<file path="src/rtl/l1a_window_capture_if.sv">
// Bundle between the L1A capture block and its neighbours: delayed hit data,
// trigger controls and the FWFT readout port of the event FIFO.
interface l1a_window_capture_if #(
  parameter int DW = 34,
  parameter int NW = 12
);
  logic [DW-1:0] din;
  logic          valorr;
  logic          l1a;
  logic [3:0]    l1a_window;
  logic [NW-1:0] bxn;
  logic          trig_stop;
  logic          rd_en;
  logic [DW:0]   dout;
  logic          empty;
  logic          full;
  logic          overflow;
  logic          busy;
  logic [NW-1:0] l1a_num;
  logic [7:0]    l1a_lost;

  // Driver side: delay buffer / trigger / DAQ readout
  modport master (
    output din, valorr, l1a, l1a_window, bxn, trig_stop, rd_en,
    input  dout, empty, full, overflow, busy, l1a_num, l1a_lost
  );

  // Capture block side
  modport slave (
    input  din, valorr, l1a, l1a_window, bxn, trig_stop, rd_en,
    output dout, empty, full, overflow, busy, l1a_num, l1a_lost
  );
endinterface

</file>
<file path="src/rtl/l1a_window_capture.sv">
// L1A window capture: on each accepted L1A writes a header word followed by
// W delayed data words into a FWFT readout FIFO. Tracks the L1A number,
// sticky overflow and L1As lost while a capture is in progress.
module l1a_window_capture #(
  parameter int DW = 34,
  parameter int AW = 6,
  parameter int NW = 12
) (
  input  logic                 clk,
  input  logic                 rst,
  l1a_window_capture_if.slave  bus
);

  localparam int DEPTH = 2 ** AW;
  // Zero field between the L1A number and the BXN in the header
  localparam int PADW  = DW - 5 - 2 * NW;

  typedef enum logic [1:0] {IDLE, HDR, DATA} state_t;

  state_t        state_reg;
  logic [3:0]    w_reg;
  logic [3:0]    cnt_reg;
  logic          match_reg;
  logic [NW-1:0] bxn_reg;
  logic [NW-1:0] num_lat_reg;
  logic [NW-1:0] l1a_num_reg;
  logic [7:0]    lost_reg;
  logic          overflow_reg;
  logic          busy_reg;

  logic [DW:0]   mem [DEPTH];
  logic [AW-1:0] wr_ptr_reg;
  logic [AW-1:0] rd_ptr_reg;
  logic [AW:0]   count_reg;
  logic [DW:0]   hold_reg;

  logic [3:0]    w_eff;
  logic [AW:0]   free_space;
  logic          admit;
  logic          wr_fire;
  logic          rd_fire;
  logic [DW:0]   wr_data;
  logic [DW:0]   header;

  // Window decode, admission check and FIFO write/read qualification
  always_comb begin
    w_eff      = (bus.l1a_window == 4'd0) ? 4'd10 : bus.l1a_window;
    free_space = (AW + 1)'(DEPTH) - count_reg;
    admit      = free_space >= ((AW + 1)'(w_eff) + (AW + 1)'(1));
    header     = {1'b1, match_reg, w_reg, num_lat_reg, {PADW{1'b0}}, bxn_reg};
    wr_fire    = ((state_reg == HDR) || (state_reg == DATA)) && !bus.trig_stop && !rst;
    wr_data    = (state_reg == HDR) ? header : {1'b0, bus.din};
    rd_fire    = bus.rd_en && (count_reg != '0);
  end

  // Capture FSM, L1A numbering and loss/overflow bookkeeping
  always_ff @(posedge clk) begin
    if (rst) begin
      state_reg    <= IDLE;
      busy_reg     <= 1'b0;
      w_reg        <= '0;
      cnt_reg      <= '0;
      match_reg    <= 1'b0;
      bxn_reg      <= '0;
      num_lat_reg  <= '0;
      l1a_num_reg  <= '0;
      lost_reg     <= '0;
      overflow_reg <= 1'b0;
    end else if (bus.trig_stop) begin
      state_reg <= IDLE;
      busy_reg  <= 1'b0;
    end else begin
      if (bus.l1a) begin
        l1a_num_reg <= l1a_num_reg + 1'b1;
      end
      if (bus.l1a && (state_reg != IDLE) && (lost_reg != 8'hFF)) begin
        lost_reg <= lost_reg + 1'b1;
      end
      case (state_reg)
        IDLE: begin
          if (bus.l1a) begin
            num_lat_reg <= l1a_num_reg;
            w_reg       <= w_eff;
            match_reg   <= bus.valorr;
            bxn_reg     <= bus.bxn;
            if (admit) begin
              state_reg <= HDR;
              busy_reg  <= 1'b1;
            end else begin
              overflow_reg <= 1'b1;
            end
          end
        end
        HDR: begin
          cnt_reg   <= w_reg;
          state_reg <= DATA;
        end
        DATA: begin
          cnt_reg <= cnt_reg - 1'b1;
          if (cnt_reg == 4'd1) begin
            state_reg <= IDLE;
            busy_reg  <= 1'b0;
          end
        end
        default: begin
          state_reg <= IDLE;
          busy_reg  <= 1'b0;
        end
      endcase
    end
  end

  // FIFO storage write port (no reset on the array)
  always_ff @(posedge clk) begin
    if (wr_fire) begin
      mem[wr_ptr_reg] <= wr_data;
    end
  end

  // FIFO pointers, occupancy and the value dout keeps while empty
  always_ff @(posedge clk) begin
    if (rst) begin
      wr_ptr_reg <= '0;
      rd_ptr_reg <= '0;
      count_reg  <= '0;
      hold_reg   <= '0;
    end else if (bus.trig_stop) begin
      wr_ptr_reg <= '0;
      rd_ptr_reg <= '0;
      count_reg  <= '0;
      if (count_reg != '0) begin
        hold_reg <= mem[rd_ptr_reg];
      end
    end else begin
      if (wr_fire) begin
        wr_ptr_reg <= wr_ptr_reg + 1'b1;
      end
      if (rd_fire) begin
        rd_ptr_reg <= rd_ptr_reg + 1'b1;
        hold_reg   <= mem[rd_ptr_reg];
      end
      if (wr_fire && !rd_fire) begin
        count_reg <= count_reg + 1'b1;
      end else if (!wr_fire && rd_fire) begin
        count_reg <= count_reg - 1'b1;
      end
    end
  end

  assign bus.dout     = (count_reg != '0) ? mem[rd_ptr_reg] : hold_reg;
  assign bus.empty    = (count_reg == '0);
  assign bus.full     = (count_reg == (AW + 1)'(DEPTH));
  assign bus.overflow = overflow_reg;
  assign bus.busy     = busy_reg;
  assign bus.l1a_num  = l1a_num_reg;
  assign bus.l1a_lost = lost_reg;

endmodule

</file>
<file path="src/flat_wrapper.sv">
// flat-port wrapper written by rule: the top's interface ports become plain ports
module l1a_window_capture_flat 
#(
  parameter int DW = 34,
  parameter int AW = 6,
  parameter int NW = 12
)
  (clk, rst, bus_din, bus_valorr, bus_l1a, bus_l1a_window, bus_bxn, bus_trig_stop, bus_rd_en, bus_dout, bus_empty, bus_full, bus_overflow, bus_busy, bus_l1a_num, bus_l1a_lost);
  l1a_window_capture_if #(.DW(DW), .NW(NW)) bus_i ();
  input  logic clk;
  input  logic rst;
  input wire logic [$bits(bus_i.din)-1:0] bus_din;
  input wire logic [$bits(bus_i.valorr)-1:0] bus_valorr;
  input wire logic [$bits(bus_i.l1a)-1:0] bus_l1a;
  input wire logic [$bits(bus_i.l1a_window)-1:0] bus_l1a_window;
  input wire logic [$bits(bus_i.bxn)-1:0] bus_bxn;
  input wire logic [$bits(bus_i.trig_stop)-1:0] bus_trig_stop;
  input wire logic [$bits(bus_i.rd_en)-1:0] bus_rd_en;
  output wire logic [$bits(bus_i.dout)-1:0] bus_dout;
  output wire logic [$bits(bus_i.empty)-1:0] bus_empty;
  output wire logic [$bits(bus_i.full)-1:0] bus_full;
  output wire logic [$bits(bus_i.overflow)-1:0] bus_overflow;
  output wire logic [$bits(bus_i.busy)-1:0] bus_busy;
  output wire logic [$bits(bus_i.l1a_num)-1:0] bus_l1a_num;
  output wire logic [$bits(bus_i.l1a_lost)-1:0] bus_l1a_lost;
  assign bus_i.din = bus_din;
  assign bus_i.valorr = bus_valorr;
  assign bus_i.l1a = bus_l1a;
  assign bus_i.l1a_window = bus_l1a_window;
  assign bus_i.bxn = bus_bxn;
  assign bus_i.trig_stop = bus_trig_stop;
  assign bus_i.rd_en = bus_rd_en;
  assign bus_dout = bus_i.dout;
  assign bus_empty = bus_i.empty;
  assign bus_full = bus_i.full;
  assign bus_overflow = bus_i.overflow;
  assign bus_busy = bus_i.busy;
  assign bus_l1a_num = bus_i.l1a_num;
  assign bus_l1a_lost = bus_i.l1a_lost;
  l1a_window_capture #(.DW(DW), .AW(AW), .NW(NW)) u_core (.clk(clk), .rst(rst), .bus(bus_i));
endmodule
</file>
<file path="config.mk">
export PLATFORM = sky130hd
export DESIGN_NAME = l1a_window_capture_flat
export DESIGN_NICKNAME = d
export VERILOG_FILES = /design/src/rtl/l1a_window_capture_if.sv /design/src/rtl/l1a_window_capture.sv /design/src/flat_wrapper.sv
export SDC_FILE = /design/constraint.sdc
export NUM_CORES = 2
export LEC_CHECK = 0
export CORE_UTILIZATION = 40
export DETAILED_ROUTE_END_ITERATION = 12
export GPL_TIMING_DRIVEN = 0
export HOLD_SLACK_MARGIN = 0.03
export MAX_ROUTING_LAYER = met4
export PLACE_DENSITY = 0.62
export REMOVE_ABC_BUFFERS = 1
export SLEW_MARGIN = 20
export SYNTH_ARGS = -nofsm -noshare
export SYNTH_HDL_FRONTEND = slang
export SYNTH_SLANG_ARGS = --single-unit
export TNS_END_PERCENT = 1
</file>
<file path="constraint.sdc">
create_clock -name clk -period 5.2 [get_ports clk]
set_input_delay 0.52 -clock clk [delete_from_list [all_inputs] [get_ports clk]]
set_output_delay 0.52 -clock clk [all_outputs]
set_load 0.02 [all_outputs]
</file>
* After elaboration in Yosys (flattened, before gate mapping) *
Memory sizes are Yosys's and may differ from the RTL's. A register that Yosys moved wholly into a read port is not among the register bits.
Cells that the tools add are included.

operators by class
  $add $sub $neg = 9
  multiply operators = 0
  div/mod/pow operators = 0
  order comparisons = 1
  equality and inequality tests = 8
  shifts and indexed selects = 0
  muxes and demuxes = 20
  bitwise logic cells = 3
  reduce and logical (&&, ||, !) cells = 28

operator list
  operator                 number
  $mux W35                 4
  $mux W7                  2
  $add A12 B1 Y12 const B  1
  $add A6 B1 Y6 const B    2
  $mux W6                  2
  $add A8 B1 Y8 const B    1
  $ne A8 B8 Y1 const B     1
  $pmux W4 S2              1
  $reduce_and A4 Y1        2
  $reduce_bool A2 Y1       4
  $add A7 B1 Y7 const B    1
  $eq A7 B7 Y1 const B     1
  $ge A7 B7 Y1             1
  $logic_and A1 B1 Y1      7
  $logic_not A7 Y1         1
  $reduce_bool A7 Y1       1
  $sub A7 B1 Y7 const B    1
  $sub A7 B7 Y7 const A    1
  $mux W2                  3
  $pmux W2 S3              1
  $reduce_and A2 Y1        3
  $reduce_and A3 Y1        2
  $add A4 B1 Y5 const B    1
  $mux W1                  5
  14 further kinds         20

word-level totals
  bits in registers = 111
  bits in latches = 0
  bits in writable memories = 2240
  bits in read-only memories = 0
  input port bits = 56
  output and inout bits = 59
  word-level logic and storage cells = 84
  memories = 1

memory list
  memory      words  bits a word  rd ports  clocked after Yosys merged registers in  wr ports  RTL line                  RTL
  u_core.mem  64     35           1         1                                        1         l1a_window_capture.sv:31  logic [DW:0] mem [DEPTH];

* Depth between registers and ports, before layout *
  depth after elaboration = 8
  depth in mapped cells = 13
  depth with buffers taken out = 13

* Worst setup path after synthesis *
No wires, ideal clock.

  path kind = register to register
  start = register u_core.state_reg[0]
  end = memory u_core.mem[23][0] in the netlist's numbering, enable pin
  setup time = 0.528 ns
  arrival = 5.131 ns
  required time = 4.672 ns
  setup slack = -0.459 ns
  cell stages (with the launch flop) = 8
  path buffers = 2
  period minus slack after synthesis = 5.659 ns
  cells stage by stage = dfxtp_1 > inv_1 > ha_1 > clkbuf_1 > and3_1 > nand3_1 > clkbuf_1 > nor4b_1

on the way
  word-level cells in the longest chain between the ends = 6
  elaborated cells between the ends (all ways) = 7
  those cells by class = eq/ne: 2; mux: 2; reduce/logical: 3

ends and longest elaborated chain
  element                                       RTL line                   RTL
  start: declaration                            l1a_window_capture.sv:20   state_t state_reg;
  start signal: assignment                      l1a_window_capture.sv:59   state_reg <= IDLE;
  start signal: assignment                      l1a_window_capture.sv:70   state_reg <= IDLE;
  start signal: assignment                      l1a_window_capture.sv:87   state_reg <= HDR;
  $eq A2 B1 Y1 or $eq A2 B2 Y1 (tied branches)  l1a_window_capture.sv:51   wr_fire = ((state_reg == HDR) || (state_reg == DATA)) && !bus.trig_stop && !rst;
  $logic_or A1 B1 Y1 *                          l1a_window_capture.sv:51
  $logic_and A1 B1 Y1 * (2 in series)           l1a_window_capture.sv:51
  $mux W1 *                                     l1a_window_capture.sv:115  if (wr_fire) begin
  $mux W1 (not written as such) *               l1a_window_capture.sv:116  mem[wr_ptr_reg] <= wr_data;
  end: declaration                              l1a_window_capture.sv:31

Every way passes the cells marked *; elsewhere a longest branch is shown, timed or not.

==> reports/results.tsv <==
metric	value	unit
design.core.area	233000	sq um
grt_use_total	22.8	%
critPathMaxStageDelay	0.71	ns
final_common_cell	edfxtp_1	
power	50.6	mW
hold_viol	0	
synthCells	4991	
synth_simple_gate_area_share	3.44	%
relSlewSlack	30.4	%
start_util	40.3	%
p_leak	34.0	nW
end_kind	primary output	
r2r_slack	0.84	ns
async_reset_ff_share	0	%
cp.arrival	4.72	ns
grt_pass1_wl	371	mm
hp-class	in -> reg	
crit_chain	buf_16, buf_16, nand4_1, buf_8, buf_8, buf_6, o22ai_1, or4_1, nor3_1, a311oi_4, clkdlybuf4s50_1	
final.min_clock_period	5.24	ns
overflow	0	
grt_pass1_vias	49600	
whs	0.175	ns
drc	0	
largest_reg_flops	2240	
yosysSeqAreaShare	74.3	%
grt_max_degree	65	
worstPathMaxFanout	32	
syn_area	93700	sq um
cts.clk_slew.worst_paths	0.06	ns
hold_path_depth	2	
drive_gt1_share	24.8	%
wire_per_inst	30.6	um
synth_xor_area_share	0.271	%
num_rows	177	
ios	115	
setup_viol	1	
worstSetupPathType	reg -> out	
die_x	486	um
power.density	452	nW/um^2
status	finished, violations left	
die_h	486	um
r2r_start	u_core.state_reg[0]	
vias_per_cell	5.84	
drt_iter0_markers	5902	
first_pass_iters	5	
tightest_slew	1.01	ns
antenna_found_initial	10	
start_kind	flop	
synth-edff-count	2240	
htreeDepth	4	
netlist-cell-type-count	66	
place_congestion	0.849	
max-clock-path-buffers	3	
synth_top_family_by_area	multiplexers	
min_to	u_core.bus.l1a_num[6]	
max_cap_violations	0	
reg2regPathDepth	9	
synth.mux.area_fraction	15.4	%
mostFrequentLayoutCells	2240 x edfxtp_1, 448 x mux2i_1, 350 x mux4_2, 220 x clkbuf_16, 190 x nor2_1	
regArea	69600	sq um
worstPathRequired	4.68	ns
n_fill_cell	18900	
num_vias	50500	
fmax	191	MHz
area_growth	19.3	%
hpwl	172	mm
cts_sinks	2357	
port_buffers	114	
fin_nets	5386	
clk_latency	0.88	ns
finalMaxSlewViolations	0	
synth_ff_type	edfxtp_1	
cts_root_buf	clkbuf_16	
fin_ws	-0.0373	ns
min_from	rst	
yosysWarnings	0	
synth_adder_area_share	0.302	%
rsz0062_at_grt	true	
ant_nets	0	
tritoncts	yes	
cts_buffers	220	
fin_skew	0.0626	ns
violations	negative setup slack	
ys_ff_latch	2357	
die_area	236000	sq um
wirelength	264	mm
multiInputGateArea	24100	sq um
synth_area_per_cell	18.8	sq um
worst_path_max_delay_cell	clkdlybuf4s50_1	
synth-compound-area-share	4.56	%
period_share	101	%
reg2reg_to	u_core.mem[23][30]	
ir_drop	0.729	mV
[power by group]
part	internal (mW)	switching (mW)
clock network	9.46	7.11
registers	22.1	0.123
logic	3.78	8.02
[critical path: cells and delay by family, from the launching register on]
kind	cells	cell delay (ns)
buffers and inverters	6	1.86
and+or+nand+nor	3	0.76
DFF	1	0.44
AOI/OAI and AO/OA	2	0.72
[cell usage after synthesis, drive strengths merged, types with 8 or more instances]
| master | instances | area share [%] |
|---|---|---|
| nor2b | 11 | 0.073 |
| nand2 | 126 | 0.50 |
| xnor2 | 12 | 0.11 |
| a211oi | 71 | 0.57 |
| inv | 21 | 0.084 |
| o211ai | 37 | 0.30 |
| mux2 | 174 | 2.1 |
| edfxtp | 2240 | 72 |
| or3 | 10 | 0.072 |
| nor4 | 38 | 0.25 |
| dfxtp | 117 | 2.5 |
| or4 | 35 | 0.28 |
| o211a | 35 | 0.37 |
| a21oi | 46 | 0.25 |
| mux2i | 460 | 4.9 |
| a22oi | 35 | 0.28 |
| clkbuf | 108 | 0.44 |
| nand4 | 12 | 0.080 |
| buf | 198 | 1.2 |
| nand2b | 43 | 0.29 |
| ha | 21 | 0.28 |
| nand3 | 9 | 0.048 |
| and2 | 37 | 0.25 |
| nor3 | 50 | 0.27 |
| mux4 | 350 | 8.4 |
| xor2 | 17 | 0.16 |
| o21ai | 85 | 0.46 |
| or2 | 8 | 0.053 |
| o2111ai | 34 | 0.32 |
| o21a | 37 | 0.30 |
| a311oi | 35 | 0.33 |
| o22ai | 178 | 1.2 |
| nor2 | 249 | 1.0 |
[how the worst max path moves through the flow]
stage	start	endpoint
finish	flop	bus_dout[9]
global route	flop	bus_dout[9]
CTS	flop	bus_dout[34]
detailed placement	flop	bus_dout[6]
global placement	flop	bus_dout[33]
floorplan	flop	bus_dout[0]
[through the flow]
stage | utilization, % | area [sq um] | setup WS (ns) | TNS, ns | std cells
finish | 48.0 | 112000 | -0.0373 | -0.0373 | 8640
global route | 48.0 | 112000 | -0.135 | -0.460 | 8637
CTS | 47.9 | 112000 | -0.218 | -1.86 | 8631
detailed placement | 44.4 | 103000 | -0.598 | -3.99 | 8193
global placement | 41.8 | 97200 | -39.19 | - | 7931
floorplan | - | 92200 | -24.65 | -1713.34 | 4685
[cells by family (layout without fill, tap and decap cells)]
group                    Yosys count  count (layout)
adder cells (fa/ha/maj)           22              22
AND/OR/NAND/NOR                  657             660
AO/OA/AOI/OAI                    615             615
XOR/XNOR                          29              29
multiplexers                     984             984
other                              0               4
buffers and inverters            327             837
flip-flops                      2357            2357
[what timing repair did]
item | 4_1_cts | 5_1_grt
gates resized for setup | 112 | 33
setup buffers | 17 | 5
cloned | 3 | 0
pin swaps | 18 | 3
setup endpoints to repair | 35 | 25
hold buffers | 0 | 0
[final cells by class]
| class | count | area share [%] |
|---|---|---|
| Antenna cell | 4 | 0.00896 |
| Clock inverter | 138 | 1.45 |
| Timing Repair Buffer | 398 | 5.91 |
| Sequential cell | 2357 | 62.3 |
| Tap cell | 3132 | 3.51 |
| Inverter | 21 | 0.0728 |
| Multi-Input combinational cell | 2310 | 21.5 |
| Clock buffer | 280 | 5.22 |
[metal layers]
layer | routed length [um] | up-vias | part of all wire [%] | global-route usage, %
met5 | 0 | - | 0 | -
met4 | 12700 | 0 | 4.8 | 9.58
met3 | 22200 | 462 | 8.4 | 3.97
met2 | 125000 | 2487 | 47 | 35.4
met1 | 104000 | 26500 | 40 | 29.6
li1 | - | 21100 | - | -
Power figures use the tool's default switching activity.
